==> config.mk <==
export PLATFORM = sky130hd
export DESIGN_NAME = hazard_ctrl
export DESIGN_NICKNAME = d
export VERILOG_FILES = /design/src/rtl/hazard_pkg.sv /design/src/rtl/hazard_ctrl_sat_counter.sv /design/src/rtl/hazard_ctrl.sv
export SDC_FILE = /design/constraint.sdc
export NUM_CORES = 1
export LEC_CHECK = 0
export BUFFER_PORTS_ARGS = -buffer_cell sky130_fd_sc_hd__buf_2
export CELL_PAD_IN_SITES_DETAIL_PLACEMENT = 0
export CELL_PAD_IN_SITES_GLOBAL_PLACEMENT = 2
export CORE_MARGIN = 3
export CORE_UTILIZATION = 34
export CTS_CLUSTER_DIAMETER = 30
export DETAILED_ROUTE_END_ITERATION = 7
export GPL_ROUTABILITY_DRIVEN = 1
export HOLD_SLACK_MARGIN = 0.1
export PLACE_DENSITY_LB_ADDON = 0.1
export SYNTH_ARGS = -nofsm -noshare
export SYNTH_HDL_FRONTEND = slang
export SYNTH_HIERARCHICAL = 1
export SYNTH_SLANG_ARGS = --single-unit
==> constraint.sdc <==
create_clock -name clk -period 3.4 [get_ports clk]
set_clock_uncertainty 0.2 [all_clocks]
set_input_delay 0.68 -clock clk [delete_from_list [all_inputs] [get_ports clk]]
set_output_delay 0.68 -clock clk [all_outputs]
set_load 0.01 [all_outputs]
==> src/rtl/hazard_pkg.sv <==
`default_nettype none
// ============================================================================
// Module      : hazard_pkg
// Description : Shared pipeline definitions for the hazard/flush controller:
//               FSM state encoding, the zero-register constant and the
//               load-use compare helper.
// Revision    : 1.0  initial release
// ============================================================================
package hazard_pkg;

    typedef enum logic [1:0] {
        ST_RUN     = 2'd0,
        ST_LDSTALL = 2'd1,
        ST_JRFL    = 2'd2
    } hz_state_e;

    localparam logic [4:0] REG_ZERO = 5'd0;

    // A load in EX whose destination is read by the instruction in ID.
    // Register zero never creates a dependency.
    function automatic logic load_use_hit(
        input logic [4:0] rs,
        input logic [4:0] rt,
        input logic       uses_rt,
        input logic [4:0] rt_ex,
        input logic       mem_to_reg_ex,
        input logic       reg_wr_ex
    );
        return mem_to_reg_ex && reg_wr_ex && (rt_ex != REG_ZERO) &&
               ((rt_ex == rs) || (uses_rt && (rt_ex == rt)));
    endfunction

endpackage
`default_nettype wire

==> src/rtl/hazard_ctrl_sat_counter.sv <==
`default_nettype none
// ============================================================================
// Module      : sat_counter
// Description : Enabled up-counter that holds at all-ones instead of wrapping.
//               Updates on the falling clock edge, like the pipeline registers.
// Revision    : 1.0  initial release
// ============================================================================
module sat_counter #(
    parameter int W = 16
) (
    input  logic         clk,
    input  logic         rst_n,
    input  logic         en,
    output logic [W-1:0] cnt
);

    logic [W-1:0] cnt_q;
    logic [W-1:0] cnt_d;

    // Increment when enabled unless already at the maximum value.
    always_comb begin
        cnt_d = cnt_q;
        if (en && (cnt_q != {W{1'b1}})) begin
            cnt_d = cnt_q + W'(1);
        end
    end

    // Count register.
    always_ff @(negedge clk or negedge rst_n) begin
        if (!rst_n) begin
            cnt_q <= '0;
        end else begin
            cnt_q <= cnt_d;
        end
    end

    assign cnt = cnt_q;

endmodule
`default_nettype wire

==> src/rtl/hazard_ctrl.sv <==
`default_nettype none
// ============================================================================
// Module      : hazard_ctrl
// Description : Pipeline hazard/flush controller. Detects load-use hazards,
//               resolves taken branch / j / jal / jr and mispredictions in EX,
//               drives stall and flush controls, and keeps saturating
//               stall/flush event counters for performance debug.
// Revision    : 1.0  initial release
// ============================================================================
module hazard_ctrl
    import hazard_pkg::*;
#(
    parameter int CNT_W    = 16,
    parameter int JR_FLUSH = 2
) (
    input  logic             clk,
    input  logic             rst_n,
    input  logic [4:0]       rs,
    input  logic [4:0]       rt,
    input  logic             uses_rt,
    input  logic [4:0]       rttoEX,
    input  logic             MentoRegtoEX,
    input  logic             RegWrtoEX,
    input  logic             BtoEX,
    input  logic             br_cond,
    input  logic             JtoEX,
    input  logic             jartoEX,
    input  logic             jrtoEX,
    input  logic             pred_miss,
    output logic             loadad,
    output logic             pc_wr_en,
    output logic             ifid_wr_en,
    output logic             B_J_jump,
    output logic             Jr_jump,
    output logic             jumpSuccess,
    output logic [CNT_W-1:0] stall_cnt,
    output logic [CNT_W-1:0] flush_cnt
);

    // Remaining JRFL cycles after the entry cycle; JR_FLUSH is at most 3.
    localparam logic [1:0] JR_INIT = 2'(JR_FLUSH - 1);

    hz_state_e  state_q, state_d;
    logic [1:0] jr_cnt_q, jr_cnt_d;

    logic w_lu;
    logic w_bj;
    logic w_loadad;
    logic w_bj_flush;
    logic w_jr_flush;
    logic w_pm_flush;
    logic w_flush_evt;

    assign w_lu = load_use_hit(rs, rt, uses_rt, rttoEX, MentoRegtoEX, RegWrtoEX);
    assign w_bj = (BtoEX && br_cond) || JtoEX || jartoEX;

    // Next-state and same-cycle outputs; priority jr > bj > pred_miss > load-use.
    always_comb begin
        state_d     = state_q;
        jr_cnt_d    = jr_cnt_q;
        w_loadad    = 1'b0;
        w_bj_flush  = 1'b0;
        w_jr_flush  = 1'b0;
        w_pm_flush  = 1'b0;
        w_flush_evt = 1'b0;
        case (state_q)
            ST_JRFL: begin
                // Tail of a jr flush: everything else is ignored.
                w_jr_flush = 1'b1;
                jr_cnt_d   = jr_cnt_q - 2'd1;
                if (jr_cnt_q <= 2'd1) begin
                    state_d = ST_RUN;
                end
            end
            default: begin
                // RUN and LDSTALL share flush handling; only RUN may stall.
                state_d = ST_RUN;
                if (jrtoEX) begin
                    w_jr_flush  = 1'b1;
                    w_flush_evt = 1'b1;
                    if (JR_FLUSH > 1) begin
                        state_d  = ST_JRFL;
                        jr_cnt_d = JR_INIT;
                    end
                end else if (w_bj) begin
                    w_bj_flush  = 1'b1;
                    w_flush_evt = 1'b1;
                end else if (pred_miss) begin
                    w_pm_flush  = 1'b1;
                    w_flush_evt = 1'b1;
                end else if ((state_q == ST_RUN) && w_lu) begin
                    w_loadad = 1'b1;
                    state_d  = ST_LDSTALL;
                end
            end
        endcase
    end

    // FSM state and jr flush countdown.
    always_ff @(negedge clk or negedge rst_n) begin
        if (!rst_n) begin
            state_q  <= ST_RUN;
            jr_cnt_q <= 2'd0;
        end else begin
            state_q  <= state_d;
            jr_cnt_q <= jr_cnt_d;
        end
    end

    assign loadad      = w_loadad;
    assign pc_wr_en    = ~w_loadad;
    assign ifid_wr_en  = ~w_loadad;
    assign B_J_jump    = w_bj_flush;
    assign Jr_jump     = w_jr_flush;
    assign jumpSuccess = w_pm_flush;

    sat_counter #(.W(CNT_W)) u_stall_cnt (
        .clk   (clk),
        .rst_n (rst_n),
        .en    (w_loadad),
        .cnt   (stall_cnt)
    );

    // Counts flush events on entry only, so a multi-cycle jr counts once.
    sat_counter #(.W(CNT_W)) u_flush_cnt (
        .clk   (clk),
        .rst_n (rst_n),
        .en    (w_flush_evt),
        .cnt   (flush_cnt)
    );

endmodule
`default_nettype wire
==> results of run 1 <==
per-layer routing:
metal	global-route usage (%)	up-vias	wire, um
met3	3.631	6	283
li1	-	1026	-
met5	0	-	0
met1	21.15	979	2521
met2	27.62	56	2824
met4	4.748	0	66
worst paths after layout:
path,endpoint,from,cells after the start,slack [ns]
worst min-delay path,jr_cnt_q[0],jr_cnt_q[0],1,0.21
min in group asynchronous,u_stall_cnt/cnt[9],rst_n,2,1.72
worst min register to register,jr_cnt_q[0],jr_cnt_q[0],1,0.21
max in group asynchronous,u_flush_cnt/cnt[6],rst_n,2,1.05
worst max register to register,u_flush_cnt/cnt[1],u_flush_cnt/cnt[1],6,1.16
worst max-delay path,u_stall_cnt/cnt[15],rttoEX[3],9,-0.55
placed cells by master (no fill, tap or decap), types with 2 or more instances in the layout:
cell / netlist / final
nand4_4: 2 / 2
a31oi_1: 6 / 3
buf_2: 0 / 52
and3_4: 0 / 2
buf_6: 0 / 15
o21a_1: 10 / 10
a21oi_1: 7 / 5
a32oi_1: 2 / 2
and3_1: 4 / 2
a31oi_2: 0 / 2
nor3_4: 0 / 2
xnor2_4: 0 / 2
nor4_4: 4 / 4
and4b_1: 2 / 2
nor2_2: 2 / 3
nand3_2: 0 / 2
xnor2_1: 20 / 12
nor2_4: 0 / 2
o211ai_1: 2 / 2
dfrtn_1: 36 / 36
buf_4: 1 / 72
and4_1: 4 / 3
o31ai_4: 2 / 2
nand3_4: 2 / 2
and4_4: 2 / 5
nand2_1: 14 / 11
nor2_1: 8 / 5
o31ai_1: 2 / 2
ha_1: 3 / 3
nand4_2: 2 / 2
nand2b_4: 0 / 2
clkbuf_8: 0 / 5
nand4_1: 18 / 18
xnor2_2: 0 / 6
nand3_1: 11 / 9
buf_12: 0 / 2
xor2_1: 4 / 4
worst max-delay path, stage by stage:
cell     delay (ns)
buf_6          0.11
xnor2_2        0.16
nand4_1        0.13
o22ai_2        0.17
and4_4         0.30
nand4_1        0.17
nor4_4         0.20
and4b_1        0.22
a21oi_1        0.06
power groups by stage:
| stage | Sequential, mW | Clock [mW] | Combinational, mW |
|---|---|---|---|
| after floorplan | 0.577 | 0 | 0.148 |
| after global placement | 0.533 | 0 | 0.392 |
| after detailed placement | 0.534 | 0 | 0.392 |
| after CTS | 0.520 | 0.302 | 0.462 |
| after global routing | 0.521 | 0.326 | 0.559 |
| final | 0.516 | 0.291 | 0.510 |
flip-flops by register name (all words and copies together), names as in the netlist:
name and count:
state_q 2, u_stall_cnt/cnt 16, u_flush_cnt/cnt 16, jr_cnt_q 2
stage by stage:
step / utilization, % / setup TNS [ns] / hold WS, ns / std cells
final: 59.33 / -14.89 / 0.2103 / 411
after global routing: 59.33 / -18.57 / 0.2255 / 411
after CTS: 55.76 / -15.11 / 0.2128 / 402
after detailed placement: 49.24 / -24.40 / 0.2121 / 377
after global placement: 49.24 / -24.06 / 0.2064 / 377
after floorplan: - / -15.83 / 0.1859 / 188
logic make-up (layout without fill, tap and decap cells):
kind of cell / after synthesis / after routing / synth area share, %
AO/OA/AOI/OAI: 35 / 35 / 12.69
XOR/XNOR: 24 / 24 / 10.01
adder cells (fa/ha/maj): 3 / 3 / 1.787
buffers and inverters: 2 / 150 / 0.5360
flip-flops: 36 / 36 / 42.88
multiplexers: 2 / 2 / 1.072
AND/OR/NAND/NOR: 86 / 86 / 31.03
repair_timing:
action | in CTS | in global routing
gates resized for setup | 36 | 26
pin swaps | 12 | 13
setup endpoints to repair | 70 | 70
setup buffers | 18 | 9
hold buffers | 0 | 0
cloned | 0 | 0
layout make-up:
type / count / share of cell area (%)
Clock buffer: 6 / 2.054
Tap cell: 75 / 2.656
Multi-Input combinational cell: 150 / 40.55
Timing Repair Buffer: 142 / 29.00
Sequential cell: 36 / 25.50
Inverter: 1 / 0.1062
Clock inverter: 1 / 0.1416
==> out/results.ini, run 1 <==
[floorplan]
fp.dieW_um = 84.61
dieArea_um2 = 7158
initial_core_util_pct = 35.27
core_um2 = 5956
num_rows = 28
io-pin-count = 64
die_y_um = 84.61

[routing]
drc = 0
routedWlPerCell_um = 13.86
drt_iter0_drc = 38
vias = 2067
wirelength_um = 5696
dr.pass1.iters = 4
ant_nets = 0
viasPerCell = 5.029

[pwr]
peakVddDrop_v = 0.0002462
power_density_nw_per_um2 = 372.8
power_mw = 1.317
sw_frac_of_total_pct = 32.59
seq_power_share_pct = 39.2
p_int_mw = 0.8880
p_comb_share_pct = 38.7
power.share.clock_pct = 22.1
p_sw_mw = 0.4293
leakagePower_nw = 1.787

[timing]
rsz0062_at_grt = true
hold_violations = 0
finalSetupViolations = 62
max-slew-margin-rel_pct = 67.18
slew_viol_final = 0
worst_pin_slew_ns = 0.4923
final.setup.worst_slack_ns = -0.5495

[grt]
grt_pass1_vias = 2084
overflow = 0
grt.total_usage_pct = 16.41
grt_max_degree = 37
grt_pass1_wl_um = 9459
antenna_found_initial = 0

[clocking]
root_buffer = clkbuf_8
clk_latency_ns = 0.29
clk_path_buf_depth = 2
clkTransAtPathRegs_ns = 0.05
tritoncts = yes
cts.sinks = 36
cts-buffers-inserted = 5
ctsHtreeMaxLevel = 2

[synth]
synth_nets = 217
yosysWarnings = 6
ys_top_cells_by_count = 36 x dfrtn_1, 20 x xnor2_1, 18 x nand4_1, 14 x nand2_1, 11 x nand3_1
synth-edff-count = 0
synth_top_cell_area_share_pct = 42.88
synth_cells = 188
synth_most_common_cell = dfrtn_1
synth.area.top_cells = dfrtn_1 43%, xnor2_1 8.3%, nand4_1 5.4%, nor4_4 4.1%, o21a_1 3.6%
synth.cell_area_um2 = 2101
synth_ff_type = dfrtn_1
yosysSeqAreaShare_pct = 42.88
synth.avg_cell_area_um2 = 11.17
synth_area_leader_cell = dfrtn_1
async_flop_share_pct = 100.0
ys_types = 37
ys_ff_latch = 36

[cells_and_area]
final_nets = 365
multi_input_area_um2 = 1433
drive_gt1_share_pct = 59.52
seqCellArea_um2 = 900.9
finalInstanceArea_um2 = 3533
area_growth_pct = 68.20
fillers = 521
antenna_cells = 0

[worst_setup_path]
worst_ep_arrival_time_ns = 2.19
worst_setup_path_end_kind = register
startpoint_type = primary input
crit_required_ns = 1.64
crit_type = in -> reg
cp_max_fo = 5

[hold_path]
hold_class = reg -> reg

[job]
maxCapViolations = 0

[placed_design]
port_buffers = 63
dpl.hpwl_um = 3978
placed_area_um2 = 2933
gp_congestion = 0.7366
pre_cts_ws_ns = -0.9445

[outcome]
violations = negative setup slack
status = finished, violations left

Note: power is estimated with default switching activity, not from simulation.
==> run 2: changes to the inputs <==
--- a/config.mk
+++ b/config.mk
@@ -8,12 +8,12 @@
 export BUFFER_PORTS_ARGS = -buffer_cell sky130_fd_sc_hd__buf_2
 export CELL_PAD_IN_SITES_DETAIL_PLACEMENT = 0
 export CELL_PAD_IN_SITES_GLOBAL_PLACEMENT = 2
-export CORE_MARGIN = 3
 export CORE_UTILIZATION = 34
 export CTS_CLUSTER_DIAMETER = 30
 export DETAILED_ROUTE_END_ITERATION = 7
 export GPL_ROUTABILITY_DRIVEN = 1
 export HOLD_SLACK_MARGIN = 0.1
+export MAX_ROUTING_LAYER = met4
 export PLACE_DENSITY_LB_ADDON = 0.1
 export SYNTH_ARGS = -nofsm -noshare
 export SYNTH_HDL_FRONTEND = slang
==> run 2 against run 1 <==
  * The flow still finishes with violations (negative setup slack)
  * Clock power grew 9.3%
  * Non-clock buffer count grew 6
  * Utilization up 1.8 points
  * Highest routed layer unchanged
  * Cell count increased by 1.7%
  * Sequential cell count unchanged
  * Hold slack improved by 0.0057 ns
  * Die area is 9.2% lower
==> out/results.ini, run 2 (synthesis results as in run 1) <==
[worst_setup_path]
slowest_delay_ns = 0.28  ; -0.02 ns
cp_max_fo = 4  ; -1
path_cells = buf_6, a211oi_4, nor3b_4, and4_4, buf_6, and3_4, and4_4, o211ai_1, o21a_1
reg2reg_slack_ns = 1.29  ; +0.13 ns
r2r_cells = 5  ; -1
crit_required_ns = 1.64  ; about the same
r2r_end = u_flush_cnt/cnt[1]
worst_ep_arrival_time_ns = 2.21  ; +0.02 ns
critPathSlowestCell = and4_4
r2r-start = u_flush_cnt/cnt[0]
crit_type = in -> reg
crit_family = simple AND/OR/NAND/NOR gates
startpoint_type = primary input
cp_num_buf_inv = 2  ; +1
worst_setup_path_end_kind = register

[clocking]
clk_latency_ns = 0.29  ; about the same
cts.sinks = 36  ; unchanged
root_buffer = clkbuf_8
clkTransAtPathRegs_ns = 0.05  ; about the same
tritoncts = yes
clk_path_buf_depth = 2  ; unchanged
ctsHtreeMaxLevel = 2  ; unchanged
hold_buffers = 0  ; unchanged
cts-buffers-inserted = 5  ; unchanged

[grt]
overflow = 0  ; unchanged
grt_max_degree = 37  ; unchanged
grt_pass1_vias = 1914  ; -8.2%
antenna_found_initial = 0  ; unchanged
grt.total_usage_pct = 17.93  ; +1.5 points
grt_pass1_wl_um = 8797  ; -7.0%

[placed_design]
gp_congestion = 0.7231  ; -1.8%
dp_cells = 377  ; unchanged
placed_area_um2 = 2933  ; unchanged
pre_cts_ws_ns = -0.9692  ; -0.02474 ns
dpl.hpwl_um = 3823  ; -3.9%
port_buffers = 63  ; unchanged

[cells_and_area]
fillers = 519  ; -0.38%
seqCellArea_um2 = 900.9  ; unchanged
final_nets = 371  ; +1.6%
finalInstanceArea_um2 = 3642  ; +3.1%
multi_input_area_um2 = 1443  ; +0.70%
layout_common_cells = 72 x buf_4, 47 x buf_2, 36 x dfrtn_1, 28 x buf_6, 18 x nand4_1
stdcell_count = 418  ; +1.7%
antenna_cells = 0  ; unchanged
drive_gt1_share_pct = 60.93  ; +1.4 points
area_growth_pct = 73.38
fin_util_pct = 61.16  ; +1.8 points
final_common_cell = buf_4

[pwr]
peakVddDrop_v = 0.0002805  ; +14%
power_density_nw_per_um2 = 374.6  ; +0.49%
leakagePower_nw = 1.853  ; +3.7%

[outcome]
status = finished, violations left
violations = negative setup slack

[timing]
hold_violations = 0  ; unchanged
worst_pin_slew_ns = 0.4634  ; -0.02891 ns
max-slew-margin-rel_pct = 69.11  ; +1.9 points
finalSetupViolations = 61  ; -1.6%
rsz0062_at_grt = true
final.setup.worst_slack_ns = -0.5704  ; -0.02090 ns
slew_viol_final = 0  ; unchanged

[hold_path]
worstHoldPathCells = 1  ; unchanged
hp-start = jr_cnt_q[0]
hold_class = reg -> reg
whs_endpoint = jr_cnt_q[0]

[floorplan]
initial_core_util_pct = 35.27  ; unchanged
core_um2 = 5956  ; unchanged
io-pin-count = 64  ; unchanged
die_y_um = 80.61  ; -4.7%
dieArea_um2 = 6497  ; -9.2%
num_rows = 28  ; unchanged
fp.dieW_um = 80.61  ; -4.7%

[routing]
viasPerCell = 5.074  ; +0.89%
dr.pass1.iters = 4  ; unchanged
routedWlPerCell_um = 13.40  ; -3.3%
wirelength_um = 5603  ; -1.6%
vias = 2121  ; +2.6%
ant_nets = 0  ; unchanged
drc = 0  ; unchanged
drt_iter0_drc = 88  ; +130%

[job]
maxCapViolations = 0  ; unchanged

==> run 2: cell types whose count changed in the layout (fill, tap and decap cells not counted), sizes merged <==
cell	before	now
buf	142	148
clkbuf	6	8
clkinv	1	0
==> run 2: metrics by stage <==
stage | hold WS (ns) | power (mW) | setup TNS (ns)
2_1_floorplan | 0.1859 | 0.7244 | -15.83
3_3_place_gp | 0.2073 | 0.9227 | -24.14
3_5_place_dp | 0.2166 | 0.9280 | -25.13
4_1_cts | 0.2172 | 1.302 | -15.77
5_1_grt | 0.2731 | 1.454 | -20.63
6_report | 0.2161 | 1.365 | -16.39
==> run 2: worst max path at each step <==
stage | from | end | slack [ns] | depth (start not counted)
4_1_cts | br_cond | u_stall_cnt/cnt[14] | -0.57 | 8
2_1_floorplan | BtoEX | u_stall_cnt/cnt[15] | -0.74 | 7
3_5_place_dp | rttoEX[0] | u_stall_cnt/cnt[14] | -0.97 | 9
3_3_place_gp | rttoEX[2] | u_stall_cnt/cnt[14] | -0.92 | 9
5_1_grt | rs[1] | u_stall_cnt/cnt[5] | -0.64 | 10
6_report | br_cond | u_stall_cnt/cnt[5] | -0.57 | 9
==> run 2: final cells by class <==
type,instances,area share (%)
multi-input combinational,150,39.61
inverter,1,0.1031
timing repair buffer,148,30.51
clock buffer,8,2.473
sequential,36,24.73
tap,75,2.576
==> run 2: layer usage <==
metal  GRT usage [%]  up-vias  wire length [um]
met5               -        -                 0
met4           4.821        0                21
met3           3.409        2               246
met2           27.71       59              2800
met1           23.95     1020              2535
li1                -     1040                 -
==> run 2: what timing repair did <==
item / 4_1_cts / 5_1_grt
endpoints found under the hold margin: 0 / 0
pin swaps: 24 / 25
buffers inserted: 23 / 13
resized for setup: 21 / 53
setup endpoints to repair: 70 / 71
==> run 2: power breakdown <==
group | internal, mW | total, mW | switching (mW) | leakage (nW)
registers | 0.488 | 0.518 | 0.0301 | 0.486
clock network | 0.165 | 0.318 | 0.152 | 0.0455
logic | 0.269 | 0.529 | 0.259 | 1.32
